## config.mk

```make
export PLATFORM = sky130hd
export DESIGN_NAME = modexp_sequencer_flat
export DESIGN_NICKNAME = d
export VERILOG_FILES = /design/src/rtl/modexp_sequencer_if.sv /design/src/rtl/modexp_sequencer.sv /design/src/flat_wrapper.sv
export SDC_FILE = /design/constraint.sdc
export NUM_CORES = 1
export LEC_CHECK = 0
export ABC_AREA = 0
export BUFFER_PORTS_ARGS = -buffer_cell sky130_fd_sc_hd__buf_4
export CAP_MARGIN = 20
export CORE_MARGIN = 2
export CORE_UTILIZATION = 54
export CTS_CLUSTER_SIZE = 10
export DETAILED_ROUTE_END_ITERATION = 16
export GPL_ROUTABILITY_DRIVEN = 0
export PLACE_DENSITY = 0.81
export SLEW_MARGIN = 15
export SYNTH_ARGS = -nofsm -noshare
export SYNTH_HDL_FRONTEND = slang
export SYNTH_SLANG_ARGS = --single-unit
export TNS_END_PERCENT = 50
```

## constraint.sdc

```tcl
create_clock -name clk -period 2.8 [get_ports clk]
set_input_delay 0.56 -clock clk [delete_from_list [all_inputs] [get_ports clk]]
set_output_delay 0.56 -clock clk [all_outputs]
set_load 0.03 [all_outputs]
```

## src/rtl/modexp_sequencer_if.sv

```systemverilog
// Handshake and status bundle between the exponentiation sequencer and its environment
// (command port, modular multiplier, accumulator strobes).
interface modexp_sequencer_if #(
    parameter int unsigned W  = 64,
    parameter int unsigned LW = 32
) ();

    logic          start;
    logic [W-1:0]  exp;
    logic          mul_done;
    logic          mul_start;
    logic          mul_op;
    logic          acc_load_base;
    logic          acc_load_one;
    logic [LW-1:0] msb_idx;
    logic          busy;
    logic          done;

    // Environment side: command source, multiplier response and datapath observer.
    modport master (
        output start,
        output exp,
        output mul_done,
        input  mul_start,
        input  mul_op,
        input  acc_load_base,
        input  acc_load_one,
        input  msb_idx,
        input  busy,
        input  done
    );

    modport slave (
        input  start,
        input  exp,
        input  mul_done,
        output mul_start,
        output mul_op,
        output acc_load_base,
        output acc_load_one,
        output msb_idx,
        output busy,
        output done
    );

endinterface

```

## src/rtl/modexp_sequencer.sv

```systemverilog
// Left-to-right square-and-multiply control FSM: serial MSB scan of the exponent, then one
// square per lower bit plus a multiply for each set lower bit, over a start/done handshake.
module modexp_sequencer #(
    parameter int unsigned W  = 64,
    parameter int unsigned LW = 32
) (
    input logic               clk,
    input logic               rst,
    modexp_sequencer_if.slave bus
);

    localparam int unsigned IW = (W > 1) ? $clog2(W) : 1;

    typedef enum logic [3:0] {
        StIdle,
        StScan,
        StZero,
        StInit,
        StSqReq,
        StSqWait,
        StMulReq,
        StMulWait,
        StFin
    } state_e;

    state_e        state_q, state_d;
    logic [W-1:0]  exp_q, exp_d;
    logic [IW-1:0] idx_q, idx_d;
    logic [LW-1:0] msb_q, msb_d;
    logic          mul_op_q, mul_op_d;

    logic mul_start;
    logic acc_load_base;
    logic acc_load_one;
    logic busy;
    logic done;
    logic advance;

    always_ff @(posedge clk) begin
        if (rst) begin
            state_q  <= StIdle;
            exp_q    <= '0;
            idx_q    <= '0;
            msb_q    <= '1;
            mul_op_q <= 1'b0;
        end else begin
            state_q  <= state_d;
            exp_q    <= exp_d;
            idx_q    <= idx_d;
            msb_q    <= msb_d;
            mul_op_q <= mul_op_d;
        end
    end

    always_comb begin
        state_d       = state_q;
        exp_d         = exp_q;
        idx_d         = idx_q;
        msb_d         = msb_q;
        mul_op_d      = mul_op_q;
        mul_start     = 1'b0;
        acc_load_base = 1'b0;
        acc_load_one  = 1'b0;
        busy          = 1'b1;
        done          = 1'b0;
        advance       = 1'b0;

        unique case (state_q)
            StIdle: begin
                busy = 1'b0;
                if (bus.start) begin
                    exp_d   = bus.exp;
                    idx_d   = IW'(W - 1);
                    msb_d   = '1;
                    state_d = StScan;
                end
            end
            StScan: begin
                if (exp_q[idx_q]) begin
                    msb_d   = LW'(idx_q);
                    state_d = StInit;
                end else if (idx_q == '0) begin
                    state_d = StZero;
                end else begin
                    idx_d = idx_q - IW'(1);
                end
            end
            StZero: begin
                acc_load_one = 1'b1;
                state_d      = StFin;
            end
            StInit: begin
                acc_load_base = 1'b1;
                if (msb_q == '0) begin
                    state_d = StFin;
                end else begin
                    idx_d   = msb_q[IW-1:0] - IW'(1);
                    state_d = StSqReq;
                end
            end
            StSqReq: begin
                mul_start = 1'b1;
                mul_op_d  = 1'b0;
                state_d   = StSqWait;
            end
            StSqWait: begin
                if (bus.mul_done) begin
                    if (exp_q[idx_q]) begin
                        state_d = StMulReq;
                    end else begin
                        advance = 1'b1;
                    end
                end
            end
            StMulReq: begin
                mul_start = 1'b1;
                mul_op_d  = 1'b1;
                state_d   = StMulWait;
            end
            StMulWait: begin
                if (bus.mul_done) begin
                    advance = 1'b1;
                end
            end
            StFin: begin
                busy    = 1'b0;
                done    = 1'b1;
                state_d = StIdle;
            end
            default: begin
                state_d = StIdle;
            end
        endcase

        // Step to the next lower exponent bit once the current bit's ops are complete.
        if (advance) begin
            if (idx_q == '0) begin
                state_d = StFin;
            end else begin
                idx_d   = idx_q - IW'(1);
                state_d = StSqReq;
            end
        end
    end

    // mul_op follows the request type and otherwise holds, so it is only meaningful with mul_start.
    assign bus.mul_start     = mul_start;
    assign bus.mul_op        = mul_op_d;
    assign bus.acc_load_base = acc_load_base;
    assign bus.acc_load_one  = acc_load_one;
    assign bus.msb_idx       = msb_q;
    assign bus.busy          = busy;
    assign bus.done          = done;

endmodule

```

## src/flat_wrapper.sv

```systemverilog
// flat-port wrapper written by rule: the top's interface ports become plain ports
module modexp_sequencer_flat 
#(
    parameter int unsigned W  = 64,
    parameter int unsigned LW = 32
)
  (clk, rst, bus_start, bus_exp, bus_mul_done, bus_mul_start, bus_mul_op, bus_acc_load_base, bus_acc_load_one, bus_msb_idx, bus_busy, bus_done);
  modexp_sequencer_if #(.W(W), .LW(LW)) bus_i ();
  input logic clk;
  input logic rst;
  input wire logic [$bits(bus_i.start)-1:0] bus_start;
  input wire logic [$bits(bus_i.exp)-1:0] bus_exp;
  input wire logic [$bits(bus_i.mul_done)-1:0] bus_mul_done;
  output wire logic [$bits(bus_i.mul_start)-1:0] bus_mul_start;
  output wire logic [$bits(bus_i.mul_op)-1:0] bus_mul_op;
  output wire logic [$bits(bus_i.acc_load_base)-1:0] bus_acc_load_base;
  output wire logic [$bits(bus_i.acc_load_one)-1:0] bus_acc_load_one;
  output wire logic [$bits(bus_i.msb_idx)-1:0] bus_msb_idx;
  output wire logic [$bits(bus_i.busy)-1:0] bus_busy;
  output wire logic [$bits(bus_i.done)-1:0] bus_done;
  assign bus_i.start = bus_start;
  assign bus_i.exp = bus_exp;
  assign bus_i.mul_done = bus_mul_done;
  assign bus_mul_start = bus_i.mul_start;
  assign bus_mul_op = bus_i.mul_op;
  assign bus_acc_load_base = bus_i.acc_load_base;
  assign bus_acc_load_one = bus_i.acc_load_one;
  assign bus_msb_idx = bus_i.msb_idx;
  assign bus_busy = bus_i.busy;
  assign bus_done = bus_i.done;
  modexp_sequencer #(.W(W), .LW(LW)) u_core (.clk(clk), .rst(rst), .bus(bus_i));
endmodule
```

==> results by stage, run 1 <==
Floorplan:
- The area of the die is about 8800 sq um.
- The initial utilization of the core area, before any placement, comes to between 50% and 60%.
- The floorplan step set the die width to roughly 94 um.
- approximately 110 I/O pins were placed.
- The area inside the core boundary is a little under 8000 sq um.
- The die is just over 90 um tall.
- The number of rows in the core area is 32.

Drt:
- The total number of vias is 4010.
- The number of detailed-route iterations in the first pass is 5.
- The highest layer touched by signal routing is met4.
- The detailed-route wire length per cell is approximately 15 um.
- The detailed-route wire length is roughly 11000 um.
- For this run, design rule violations remaining after detail routing come to 0.
- The count of routing violations after the opening detailed-route iteration is roughly 390.
- In the final routing, the length of wire on met1 measures between 4000 and 5000 um.
- The remaining antenna violation count after routing is 0.
- The amount of wire on met3 after detailed routing is 721 um.
- The met2 wire length is around 5100 um.
- After detailed routing, the number of vias per cell comes to roughly 5.7.

Setup path:
- The data required time of the critical path is slightly above 3000 ps.
- The element type at the critical path end is a flip-flop.
- The kind of start point of the critical path is a flip-flop.
- The setup slack on the worst flop-to-flop path is 170 ps.
- The worst setup path category is flip-flop to flip-flop.
- For the worst setup path, the data arrival time is 2880 ps.
- The number of cells on the worst reg-to-reg path is 8.
- The maximum fanout count along the critical path is 23.

Timing:
- Based on the critical path, the design can be clocked at up to ~0.38 GHz.
- Setup slack closes at 172 ps.
- Setup violations remaining at the end of the flow were counted as 0.
- For the final database, setup skew stands at ~8.3 ps.
- On the final layout, the worst hold slack is between 400 and 500 ps.
- The final critical path takes up 93.9% of the cycle.
- The number of pins with negative max-slew slack in the final report is 0.
- The number of hold-slack violations in the final timing report is 0.
- The final critical path time including I/O delays and setup is approximately 2600 ps.
- Measured against its own limit, the worst slew margin works out to between 40% and 50%.
- Setup repair after global routing left no endpoint under its margin.
- At the pin with the least slew margin, the transition time is 848 ps.
- The setup total negative slack is 0 ps.

Global routing:
- The global-route total usage across every layer is between 20% and 30%.
- The first-pass GRT wire length is around 18000 um.
- The via count of the first global-routing pass was 3843.
- The final global-route overflow total is 0.
- The largest net degree at the start of global routing is 85.
- The initial antenna violation count is 0.

CTS:
- The clock reaches the later pin of the worst-skew pair after around 350 ps.
- The clock sink count is 82.
- The post-CTS setup-driven buffer insertion count is 0.
- The tree is rooted in a sky130_fd_sc_hd__clkbuf_8.
- TritonCTS built the clock tree.
- The clock passes through at most 2 buffers.
- After clock tree synthesis, the clock-pin slew on the worst setup and hold paths is 90 ps.
- TritonCTS created 9 clock buffers.
- The clock tree synthesis step divided the H-tree into 3 levels.
- In this run, post-CTS hold repair placed 0 buffers.

Outcome:
- The run finished with clean final reports.

Layout:
- In the layout the commonest cells are 144 x sky130_fd_sc_hd__nand2_1, 116 x sky130_fd_sc_hd__buf_4, 81 x sky130_fd_sc_hd__dfxtp_1.
- After the last flow step, the layout net total stands at between 600 and 700.
- Cells fill 67.3% of the core in the end.
- The repair_antennas step left the layout with diodes totalling 0.
- The commonest non-fill, non-tap cell in the layout is sky130_fd_sc_hd__nand2_1.
- The post-route netlist has around a quarter of its cells at a drive strength greater than 1.
- The number of filler cells placed in the layout is a little under 700.
- The area growth from synthesis to layout is 20.7%.

Min path:
- The worst hold path was traced through 3 stages.
- The path class of the lowest-slack min-delay path is input pin to flip-flop.

Synthesis:
- Of the synthesized area, sequential elements account for around 38%.
- For this run, asynchronously set or reset flops after synthesis account for 0%.
- The main flop type after synthesis is sky130_fd_sc_hd__dfxtp_1.
- The count of different cell masters after synthesis is between 60 and 70.
- The synthesized netlist net count is approximately 600.
- The synthesized design contains a little over 80 register bits.
- The cell area that synthesis handed to floorplanning was 4330 sq um.
- For this run, the number of Yosys warnings is 0.
- The per-instance average area after synthesis is a little over 8 sq um.
- The number of flops mapped to enable cells by yosys is 0.
- Synthesis produced approximately 540 cells.

Placed design:
- The number of input and output port buffers inserted is roughly 110.
- The HPWL after detailed placement is around 7500 um.
- The pre-CTS setup slack is between 100 and 150 ps.

Power and ir drop:
- Of the total power, registers draw 29.8%.
- The clock network fraction of design power is 16.4%.
- Summed over all nets, the switching power comes to roughly 2.7 mW.
- The internal power of the cells totals roughly 3.2 mW.
- The analysis attributes to cell leakage a power of between 2 and 2.5 nW.
- VDD sags by at most approximately 0.51 mV.
- Net switching is 45.3% of the power.
- The cell area power density is 1120 nW/um^2.
- Overall power consumption after layout is estimated at ~5.9 mW.
- Of the total power, combinational logic draws roughly 54%.

Job:
- The number of max-capacitance violations reported is 0.
==> area by class of cell <==
cell class | instances | area (sq um) | area share (%)
Tap cell | 102 | 128 | 2.44
Clock buffer | 9 | 124 | 2.37
Sequential cell | 82 | 1640 | 31.4
Inverter | 10 | 37.5 | 0.718
Multi-Input combinational cell | 381 | 2310 | 44.1
Timing Repair Buffer | 117 | 891 | 17.0
Clock inverter | 7 | 101 | 1.94
==> cell usage after synthesis (2+ instances only) <==
library cell | number | area, sq um
sky130_fd_sc_hd__mux2_2 | 3 | 33.8
sky130_fd_sc_hd__mux4_2 | 5 | 113
sky130_fd_sc_hd__nor3_1 | 12 | 60.1
sky130_fd_sc_hd__nand2_1 | 145 | 544
sky130_fd_sc_hd__or2_2 | 3 | 18.8
sky130_fd_sc_hd__o32ai_2 | 2 | 32.5
sky130_fd_sc_hd__nor2_1 | 19 | 71.3
sky130_fd_sc_hd__o221ai_1 | 2 | 17.5
sky130_fd_sc_hd__dfxtp_1 | 82 | 1640
sky130_fd_sc_hd__buf_1 | 3 | 11.3
sky130_fd_sc_hd__buf_4 | 28 | 210
sky130_fd_sc_hd__o32ai_1 | 2 | 17.5
sky130_fd_sc_hd__o311a_1 | 2 | 20.0
sky130_fd_sc_hd__nand4_1 | 3 | 18.8
sky130_fd_sc_hd__and2_1 | 4 | 25.0
sky130_fd_sc_hd__nor2b_1 | 3 | 18.8
sky130_fd_sc_hd__o21ai_0 | 9 | 45.0
sky130_fd_sc_hd__nor3b_1 | 4 | 30.0
sky130_fd_sc_hd__clkbuf_1 | 28 | 105
sky130_fd_sc_hd__and3_1 | 2 | 12.5
sky130_fd_sc_hd__mux4_1 | 5 | 131
sky130_fd_sc_hd__ha_1 | 3 | 37.5
sky130_fd_sc_hd__o211ai_1 | 2 | 15.0
sky130_fd_sc_hd__a21oi_1 | 69 | 345
sky130_fd_sc_hd__a211oi_1 | 5 | 37.5
sky130_fd_sc_hd__or3_1 | 2 | 12.5
sky130_fd_sc_hd__nand2b_1 | 5 | 31.3
sky130_fd_sc_hd__a31oi_1 | 3 | 18.8
sky130_fd_sc_hd__nor3_2 | 2 | 20.0
sky130_fd_sc_hd__mux2i_1 | 16 | 160
sky130_fd_sc_hd__o22ai_1 | 4 | 25.0
sky130_fd_sc_hd__inv_1 | 10 | 37.5
sky130_fd_sc_hd__xor2_1 | 4 | 35.0
sky130_fd_sc_hd__nand3_1 | 6 | 30.0
sky130_fd_sc_hd__a211o_1 | 2 | 17.5
sky130_fd_sc_hd__o2bb2ai_1 | 2 | 17.5
sky130_fd_sc_hd__or4_1 | 2 | 15.0
sky130_fd_sc_hd__a311o_1 | 2 | 20.0
sky130_fd_sc_hd__or2_1 | 2 | 12.5
sky130_fd_sc_hd__a311oi_1 | 3 | 26.3
==> through the flow <==
step | cell area (sq um) | cells
2_1_floorplan | 4330 | 535
3_3_place_gp | 5000 | 692
3_5_place_dp | 5000 | 692
4_1_cts | 5230 | 708
5_1_grt | 5230 | 708
6_report | 5230 | 708
==> critical path, stage by stage, from the launching register on <==
cell and delay [ps]:
sky130_fd_sc_hd__dfxtp_1 390, sky130_fd_sc_hd__buf_12 210, sky130_fd_sc_hd__mux4_1 600, sky130_fd_sc_hd__a22oi_2 170
sky130_fd_sc_hd__o31a_2 190, sky130_fd_sc_hd__a31oi_2 120, sky130_fd_sc_hd__nor3_4 400, sky130_fd_sc_hd__a311oi_1 190
sky130_fd_sc_hd__a2111oi_2 240
==> registers in the layout, indices dropped and copies added, names as in the netlist <==
signal and cells:
u_core.exp_q 64, u_core.bus.msb_idx 7, u_core.idx_q 6, u_core.state_q 4
u_core.mul_op_q 1
==> logic make-up after synthesis <==
logic type	count (synthesis)	share of synthesized area, %
simple gates	220	22.4
compound gates	124	18.6
flops	82	37.9
buf+inv	72	9.12
mux	29	10.1
xor+xnor	5	1.01
fa+ha+maj	3	0.866
==> power by group through the flow <==
stage	logic [mW]	clock network [mW]	registers (mW)
after floorplan	2.47	0	1.71
after global placement	3.04	0	1.75
after detailed placement	3.11	0	1.76
after CTS	3.12	0.977	1.74
after global routing	3.42	1.02	1.79
final	3.15	0.959	1.75
==> timing repair <==
item,in CTS,in global routing
setup endpoints to repair,0,10
gates resized for setup,0,2
hold endpoints to repair,0,0
==> path summary, 6_finish.rpt <==
check,from,endpoint
max reg2reg,u_core.idx_q[1]$_SDFF_PP0_,u_core.idx_q[2]$_SDFF_PP0_
min reg2reg,u_core.exp_q[53]$_SDFFE_PP0P_,u_core.exp_q[53]$_SDFFE_PP0P_
max,u_core.idx_q[1]$_SDFF_PP0_,u_core.idx_q[2]$_SDFF_PP0_
min,bus_exp[12],u_core.exp_q[12]$_SDFFE_PP0P_
==> metal layers <==
metal / up-vias / GRT usage [%]
li1: 1964 / -
met1: 1837 / 33.0
met2: 181 / 40.5
met3: 28 / 5.00
met4: 0 / 9.42
met5: - / 0
Note: power is estimated with default switching activity, not from simulation.
==> run 2, diff against run 1 <==
- MAX_ROUTING_LAYER: default -> met4
==> run 2 against run 1 <==
  * Worst hold slack got worse by 2.6 ps
  * Design area did not move
  * Register-to-register slack worse by 20 ps
  * Fmax is 0.60% lower
  * Sequential power hardly changed
  * Critical path depth did not move
  * Highest routed layer unchanged
  * Via count shrank 0.17%
  * Die area unchanged
  * Clock skew is 2.0 ps higher
  * Global-route usage increased by 0.60 points
  * Critical path type unchanged
  * Clock power up 0.5%
==> results by stage, run 2 (synthesis gave the netlist of run 1 again) <==
Timing:
- Setup total negative slack on the finished layout was measured at 0 ps.
- The top achievable clock speed is 0.378 GHz.
- The number of pins with negative max-slew slack in the final report came to 0.
- The number of setup violations in the final report is 0.
- The slew at the pin closest to its max-slew limit is approximately 860 ps.
- The setup skew after layout is 10.3 ps.
- The final critical path time including I/O delays and setup is between 2000 and 3000 ps.
- Setup repair after global routing left no endpoint under its margin.
- In this run the tightest slew margin relative to its limit is 42.7%.
- The number of hold-slack violations in the final timing report is 0.
- The ratio of final minimum period to clock period is between 90% and 100%.

Layout:
- The area growth from synthesis to layout is 20.7%.
- The finished cells cover about 5200 sq um.
- The register with the most flip-flops in the final layout is u_core.exp_q.
- The antenna diode instance count is 0.
- The proportion of layout cells with a drive suffix above 1 is a little over a quarter.
- In the final layout, flip-flops and latches occupy 1640 sq um.
- The flip-flop count of the largest register after layout is between 60 and 70.
- Fill cells in the final layout number ~680.
- The commonest non-fill, non-tap cell in the layout is sky130_fd_sc_hd__nand2_1.
- The number of nets in the final layout is 672.
- Summing all multi-input logic gate instances after layout gives about 2300 sq um.
- The library cells used most frequently in the layout, excluding fill and tap cells, are 144 x sky130_fd_sc_hd__nand2_1, 116 x sky130_fd_sc_hd__buf_4, 81 x sky130_fd_sc_hd__dfxtp_1.

Floorplan:
- 106 I/O pins were placed.
- The floorplan has 32 rows.
- In this run the vertical extent of the chip is a little over 90 um.
- The area of the die is ~8800 sq um.
- In this run the horizontal extent of the chip is just over 90 um.
- After floorplanning, the core was sized to cover around 7800 sq um.
- The initial standard-cell utilization of the core is a little under three fifths.

Global routing:
- The via count of the first global-routing pass is ~3.8k.
- The met1 track utilization from global routing is between 30% and 40%.
- The final global-route overflow total is 0.
- The global-route total usage across every layer is 25.6%.
- The initial antenna violation count came to 0.
- The global routing met3 resource utilization is approximately 4.7%.
- The met2 layer usage reported by global route is around 40%.
- In this run the most used layer during global routing was met2.
- The largest net degree at the start of global routing is 85.
- The first global-routing pass estimated approximately 17000 um of wire.

Setup path:
- The critical path data arrival time is slightly below 3000 ps.
- In this design, the largest share of critical-path delay is due to compound AO/OA/AOI/OAI gates.
- The data required time of the critical path is 3040 ps.
- The number of buffers and inverters on the critical path is 1.
- The signal on the critical path passes through buf_12 -> mux4_1 -> a22oi_2 -> o31a_2 -> a31oi_2 -> nor3_4 -> a311oi_1 -> a2111oi_2.
- The slowest stage cell on the critical path is sky130_fd_sc_hd__mux4_1.
- The worst setup path is launched from a flip-flop.
- The largest single stage delay on the critical path is ~600 ps.
- Of all nets on the critical path, the largest fanout is 23.
- The worst setup path category is flip-flop to flip-flop.
- The worst setup path is captured at a flip-flop.

CTS:
- The maximum clock insertion buffer count is 2.
- The clock root buffer is sky130_fd_sc_hd__clkbuf_8.
- The post-CTS setup-driven buffer insertion count is 0.
- The clock-pin slew on the worst setup and hold paths is approximately 90 ps.
- Clock tree synthesis inserted a total of 9 buffers.
- The clock latency reported for the late side of the worst-skew pair is between 300 and 400 ps.
- The total of cells resized after clock tree synthesis is 0.
- The clock sink count is between 80 and 90.
- The H-tree was split into 3 levels.
- TritonCTS built the clock tree.
- Hold repair after CTS inserted 0 buffers.

Placed design:
- The post-DP HPWL is roughly 7500 um.
- In this run the tool buffered the top-level ports with roughly 110 buffer cells.
- Summing all placed instances gives a cell area of between 5000 and 6000 sq um.

Power and ir drop:
- The worst-case IR drop observed on VDD is about 0.5 mV.
- The portion of total power attributed to combinational logic is between 50 and 60%.
- The leakage power summed over all cells is 2.11 nW.
- In this run the power density over the cells is between 1000 and 1500 nW/um^2.
- In this run the power spent charging and discharging nets is about 2.7 mW.
- The share of total power dissipated in the clock network is about 16%.
- Internal power comes to approximately 3.2 mW.
- The switching power share of the total is a little under half.
- Of the total power, registers draw between 20% and 30%.

Drt:
- In this run, the number of DRC markers left after iteration 0 of detailed routing was between 300 and 400.
- Dividing the detail-routed wire length by the instance count gives 15.0 um.
- The routed design has 10600 um of wire.
- The number of detailed-route iterations in the first pass is 5.
- The total number of vias is 4003.
- Dividing the detail-routed via count by the number of cells gives around 5.7.
- For this run, design rule violations remaining after detail routing come to 0.
- The remaining antenna violation count after routing is 0.

Outcome:
- The flow ran to the end, and the final reports show no timing, DRC or antenna violations.

Min path:
- The worst hold path belongs to the class input pin to flip-flop.

Job:
- The number of max-capacitance violations reported is 0.
run 2: final cells by class:
type	instances	area share, %
Multi-Input combinational cell	381	44.1
Clock buffer	9	2.37
Tap cell	102	2.44
Clock inverter	7	1.94
Timing Repair Buffer	117	17.0
Sequential cell	82	31.4
Inverter	10	0.718
run 2: metal layers:
metal	vias to the layer above	wire [um]
li1	1965	-
met1	1824	4500
met2	180	5060
met3	34	770
met4	0	274
met5	-	0
run 2: worst paths after layout:
path                                 startpoint                             to  slack (ps)  cells past startpoint
hold reg to reg   u_core.exp_q[51]$_SDFFE_PP0P_  u_core.exp_q[51]$_SDFFE_PP0P_         450                      2
hold / removal                      bus_exp[41]  u_core.exp_q[41]$_SDFFE_PP0P_         450                      3
setup / recovery     u_core.idx_q[1]$_SDFF_PP0_     u_core.idx_q[2]$_SDFF_PP0_         160                      8
setup reg to reg     u_core.idx_q[1]$_SDFF_PP0_     u_core.idx_q[2]$_SDFF_PP0_         160                      8
run 2: stage by stage:
step / hold slack [ps] / total power, mW / setup WS [ps] / instances / utilization [%]
floorplan: 432 / 4.19 / 304 / 535 / -
global placement: 440 / 4.79 / 147 / 692 / 64.4
detailed placement: 443 / 4.87 / 108 / 692 / 64.4
CTS: 431 / 5.84 / 45.7 / 708 / 67.3
global route: 444 / 6.23 / 8.98 / 708 / 67.3
finish: 445 / 5.86 / 156 / 708 / 67.3
run 2: worst min-delay path: stages:
cell                      delay, ps
sky130_fd_sc_hd__buf_4          110
sky130_fd_sc_hd__nand2_1         40
sky130_fd_sc_hd__a21oi_1         50
run 2: power by group through the flow:
stage | clock (mW) | combinational, mW | sequential [mW]
after floorplan | 0 | 2.47 | 1.71
after global placement | 0 | 3.04 | 1.75
after detailed placement | 0 | 3.11 | 1.76
after CTS | 0.977 | 3.12 | 1.74
after global routing | 1.02 | 3.42 | 1.78
final | 0.964 | 3.16 | 1.74
==> run 3, diff against run 2 <==
- ABC_AREA: 0 -> 1
- CORE_UTILIZATION: 54 -> 49
- PLACE_DENSITY: 0.81 -> 0.77
- clock period: 2.8 -> 2.2 ns (I/O delays scaled with it)
==> run 3 against run 2 <==
  * Die area increased by 12%
  * Non-clock buffer count increased by 10
  * Clock skew about the same
  * Via count increased by 13%
  * Clock power increased by 2.6%
  * First-iteration DRC count increased by 1.8%
  * Synthesized cell count increased by 26%
  * Global-route usage decreased by 1.5 points
  * Flip-flop and latch count unchanged
==> results by stage, run 3 <==
Outcome:
- The run finished with clean final reports.

Timing:
- On the final layout, the worst clock skew is roughly 9.8 ps.
- The number of pins with negative max-slew slack in the final report is 0.
- The number of hold-slack violations in the final timing report is 0.
- The slew at the pin closest to its max-slew limit is roughly 590 ps.
- For this run, the top clock speed supported by timing is just under 0.5 GHz.
- The final critical path time including I/O delays and setup is about 2000 ps.
- Setup violations remaining at the end of the flow were counted as 0.
- The final critical path takes up just over 90% of the cycle.
- In this run the tightest slew margin relative to its limit is approximately three fifths.

Placed design:
- The count of buffers added on input and output ports is 105.
- The placed instance count is between 800 and 900.
- The post-DP HPWL is 8520 um.

Global routing:
- The first-pass GRT wire length is 19200 um.
- Entering global routing, the biggest net connects 74 pins.
- The global-route total usage across every layer is roughly a quarter.
- The via count of the first global-routing pass came to roughly 4.3k.
- The total overflow left after global routing is 0.
- The initial antenna violation count came to 0.

Drt:
- The DRC violation count after routing is 0.
- The detailed-route wire length per cell is around 14 um.
- The first detailed-routing pass took 5 iterations.
- Dividing the detail-routed via count by the number of cells gives between 5 and 6.
- For this block, the initial DRC count from the detailed router was just under 400.
- Once detail routing completed, the nets flagged for antenna violations numbered 0.
- The detailed-route wire length is ~12000 um.
- Across all layers, the routed design uses ~4.5k vias.

Setup path:
- In this run the critical register-to-register path is launched from u_core.idx_q[1]$_SDFF_PP0_.
- In this run the worst path has a maximum fanout of 10.
- STA classifies the critical path endpoint as a flip-flop.
- The setup slack on the worst flop-to-flop path is 180 ps.
- The number of cells on the worst reg-to-reg path is 13.
- In this run the worst setup path terminates at u_core.idx_q[1]$_SDFF_PP0_.
- For the worst setup path, the data arrival time is between 2000 and 2500 ps.
- The data required time of the critical path is about 2500 ps.
- Tracing the worst setup path back leads to its startpoint at u_core.idx_q[1]$_SDFF_PP0_.
- The terminus of the critical flop-to-flop path is u_core.idx_q[1]$_SDFF_PP0_.
- STA classifies the critical path startpoint as a flip-flop.
- The worst setup path category is flip-flop to flip-flop.

CTS:
- The clock-pin slew on the worst setup and hold paths is 80 ps.
- Clock latency on the worst-skew pair, taken at its later pin, is approximately 350 ps.
- Counting along the longest clock path gives a buffer depth of 2.
- The tree is rooted in a sky130_fd_sc_hd__clkbuf_8.
- The post-cts hold buffer count is 0.
- The number of clock buffers inserted by TritonCTS is 9.
- The level count of the clock H-tree is 3.
- TritonCTS built the clock tree.
- The clock sink count is a little over 80.

Synthesis:
- The fraction of synthesized cell area taken by the top area cell type is between 30 and 40%.
- The synthesized instance count is between 600 and 700.
- The main flop type after synthesis is sky130_fd_sc_hd__dfxtp_1.
- The biggest area contributor in the post-synthesis netlist is sky130_fd_sc_hd__dfxtp_1.
- In the synthesized netlist, the cells that appear most often are 137 x sky130_fd_sc_hd__nand2_1, 82 x sky130_fd_sc_hd__dfxtp_1, 80 x sky130_fd_sc_hd__inv_1, 77 x sky130_fd_sc_hd__nand3_1, 76 x sky130_fd_sc_hd__a21oi_1.
- The most frequently used cell type in the post-synthesis netlist is sky130_fd_sc_hd__nand2_1.
- The combined area of all synthesized cells is about 4400 sq um.
- The count of different cell masters after synthesis is 32.
- Ranked by total cell area, the synthesized netlist is headed by sky130_fd_sc_hd__dfxtp_1 37%, sky130_fd_sc_hd__nand2_1 12%, sky130_fd_sc_hd__nand3_1 8.7%.
- Counting flops with a built-in enable in the synthesized netlist gives 0.
- The count of warnings emitted by yosys is 0.
- Counting every net in the synthesized netlist gives ~740.
- The register bit count reported by yosys is approximately 80.
- The sequential cell area fraction in the yosys report is 36.9%.
- The fraction of registers with async set/reset is 0%.
- In this run the mean area of a mapped cell was around 6.6 sq um.

Power and ir drop:
- The worst vdd rail ir drop is between 0.7 and 0.8 mV.
- The total chip power is about 7.6 mW.
- The leakage power summed over all cells is about 2.5 nW.
- For this design the ratio of total power to cell area is between 1000 and 1500 nW/um^2.

Layout:
- The number of standard cells in the final layout excluding fillers is between 800 and 900.
- The antenna diode instance count is 0.
- The proportion of layout cells with a drive suffix above 1 is approximately 21%.
- In the layout the commonest cells are 134 x sky130_fd_sc_hd__nand2_1, 123 x sky130_fd_sc_hd__buf_4, 81 x sky130_fd_sc_hd__dfxtp_1.
- The library cell used most frequently in the layout, excluding fill and tap cells, is sky130_fd_sc_hd__nand2_1.
- The final layout contains a little over 800 nets.
- The area growth from synthesis to final layout is 21.7%.
- The register name with the most flops is u_core.exp_q.
- The flip-flop count of the largest register after layout is 64.

Floorplan:
- For this configuration, the core starts out at a cell density of approximately 50%.
- The number of rows in the core area is 34.
- The floorplan step set the die height to around 99 um.
- The top-level I/O count is between 100 and 150.
- The area of the die is slightly below 10000 sq um.
- The area inside the core boundary is approximately 8800 sq um.
- The x dimension of the die is approximately 100 um.

Job:
- The tool flagged a number of max-cap violations equal to 0.

Min path:
- In this run the worst hold path is classified as input pin to flip-flop.
- The cell count of the worst hold path is 3.
[run 3: worst min path at each step]
stage                                       startpoint                       endpoint  slack [ps]
after floorplan           u_core.exp_q[0]$_SDFFE_PP0P_   u_core.exp_q[0]$_SDFFE_PP0P_         430
after global placement    u_core.exp_q[8]$_SDFFE_PP0P_   u_core.exp_q[8]$_SDFFE_PP0P_         440
after detailed placement  u_core.exp_q[8]$_SDFFE_PP0P_   u_core.exp_q[8]$_SDFFE_PP0P_         450
after CTS                                  bus_exp[54]  u_core.exp_q[54]$_SDFFE_PP0P_         350
after global routing                       bus_exp[53]  u_core.exp_q[53]$_SDFFE_PP0P_         370
final                                      bus_exp[54]  u_core.exp_q[54]$_SDFFE_PP0P_         360
[run 3: cell families after synthesis]
family | after synthesis | share of synthesized area (%)
flops | 82 | 36.9
compound gates | 164 | 19.5
buf+inv | 149 | 15.5
fa+ha+maj | 3 | 0.845
xor+xnor | 7 | 1.38
simple gates | 268 | 25.9
[run 3: worst max-delay path, stage by stage, from the launching register on]
cell	delay (ps)
sky130_fd_sc_hd__dfxtp_1	410
sky130_fd_sc_hd__buf_4	230
sky130_fd_sc_hd__nand3_1	120
sky130_fd_sc_hd__nand3_1	90
sky130_fd_sc_hd__nand2_1	50
sky130_fd_sc_hd__nor2_1	100
sky130_fd_sc_hd__nand2_1	90
sky130_fd_sc_hd__nand3_4	140
sky130_fd_sc_hd__nand4_1	170
sky130_fd_sc_hd__nand2_2	190
sky130_fd_sc_hd__nand2_4	90
sky130_fd_sc_hd__nand2_1	90
sky130_fd_sc_hd__nand2_1	50
sky130_fd_sc_hd__nor2_1	120
[run 3: timing repair]
action	in CTS	in global routing
resized for setup	0	14
endpoints found under the setup margin	0	14
setup buffers	0	2
[run 3: layer usage]
| layer | up-vias | global-route usage [%] | share of wire, % | routed length, um |
|---|---|---|---|---|
| met5 | - | - | 0 | 0 |
| met4 | 0 | 7.06 | 2.1 | 250 |
| met3 | 24 | 4.29 | 5.5 | 642 |
| met2 | 145 | 39.9 | 48 | 5670 |
| met1 | 2034 | 30.2 | 44 | 5210 |
| li1 | 2312 | - | - | - |
[run 3: through the flow]
step           util, %  area (sq um)  TNS, ps  hold slack [ps]  setup slack, ps
6_report          61.7          5410        0              360              175
5_1_grt           61.7          5410    -70.7              370            -24.6
4_1_cts           60.8          5330        0              354              128
3_5_place_dp      58.9          5160        0              446              165
3_3_place_gp      58.9          5160        0              440              221
2_1_floorplan        -          4440        0              429              296
[run 3: power breakdown]
group	internal, mW	switching, mW
Combinational	1.55	2.90
Sequential	1.93	0.228
Clock	0.447	0.543
[run 3: layout make-up]
class	count	area, sq um
fillers	836	3350
repair buffers	127	991
flip-flops and latches	82	1650
inverters	84	328
well taps	108	135
clock buffers	13	149
multi-input cells	442	2140
clock inverters	3	23.8
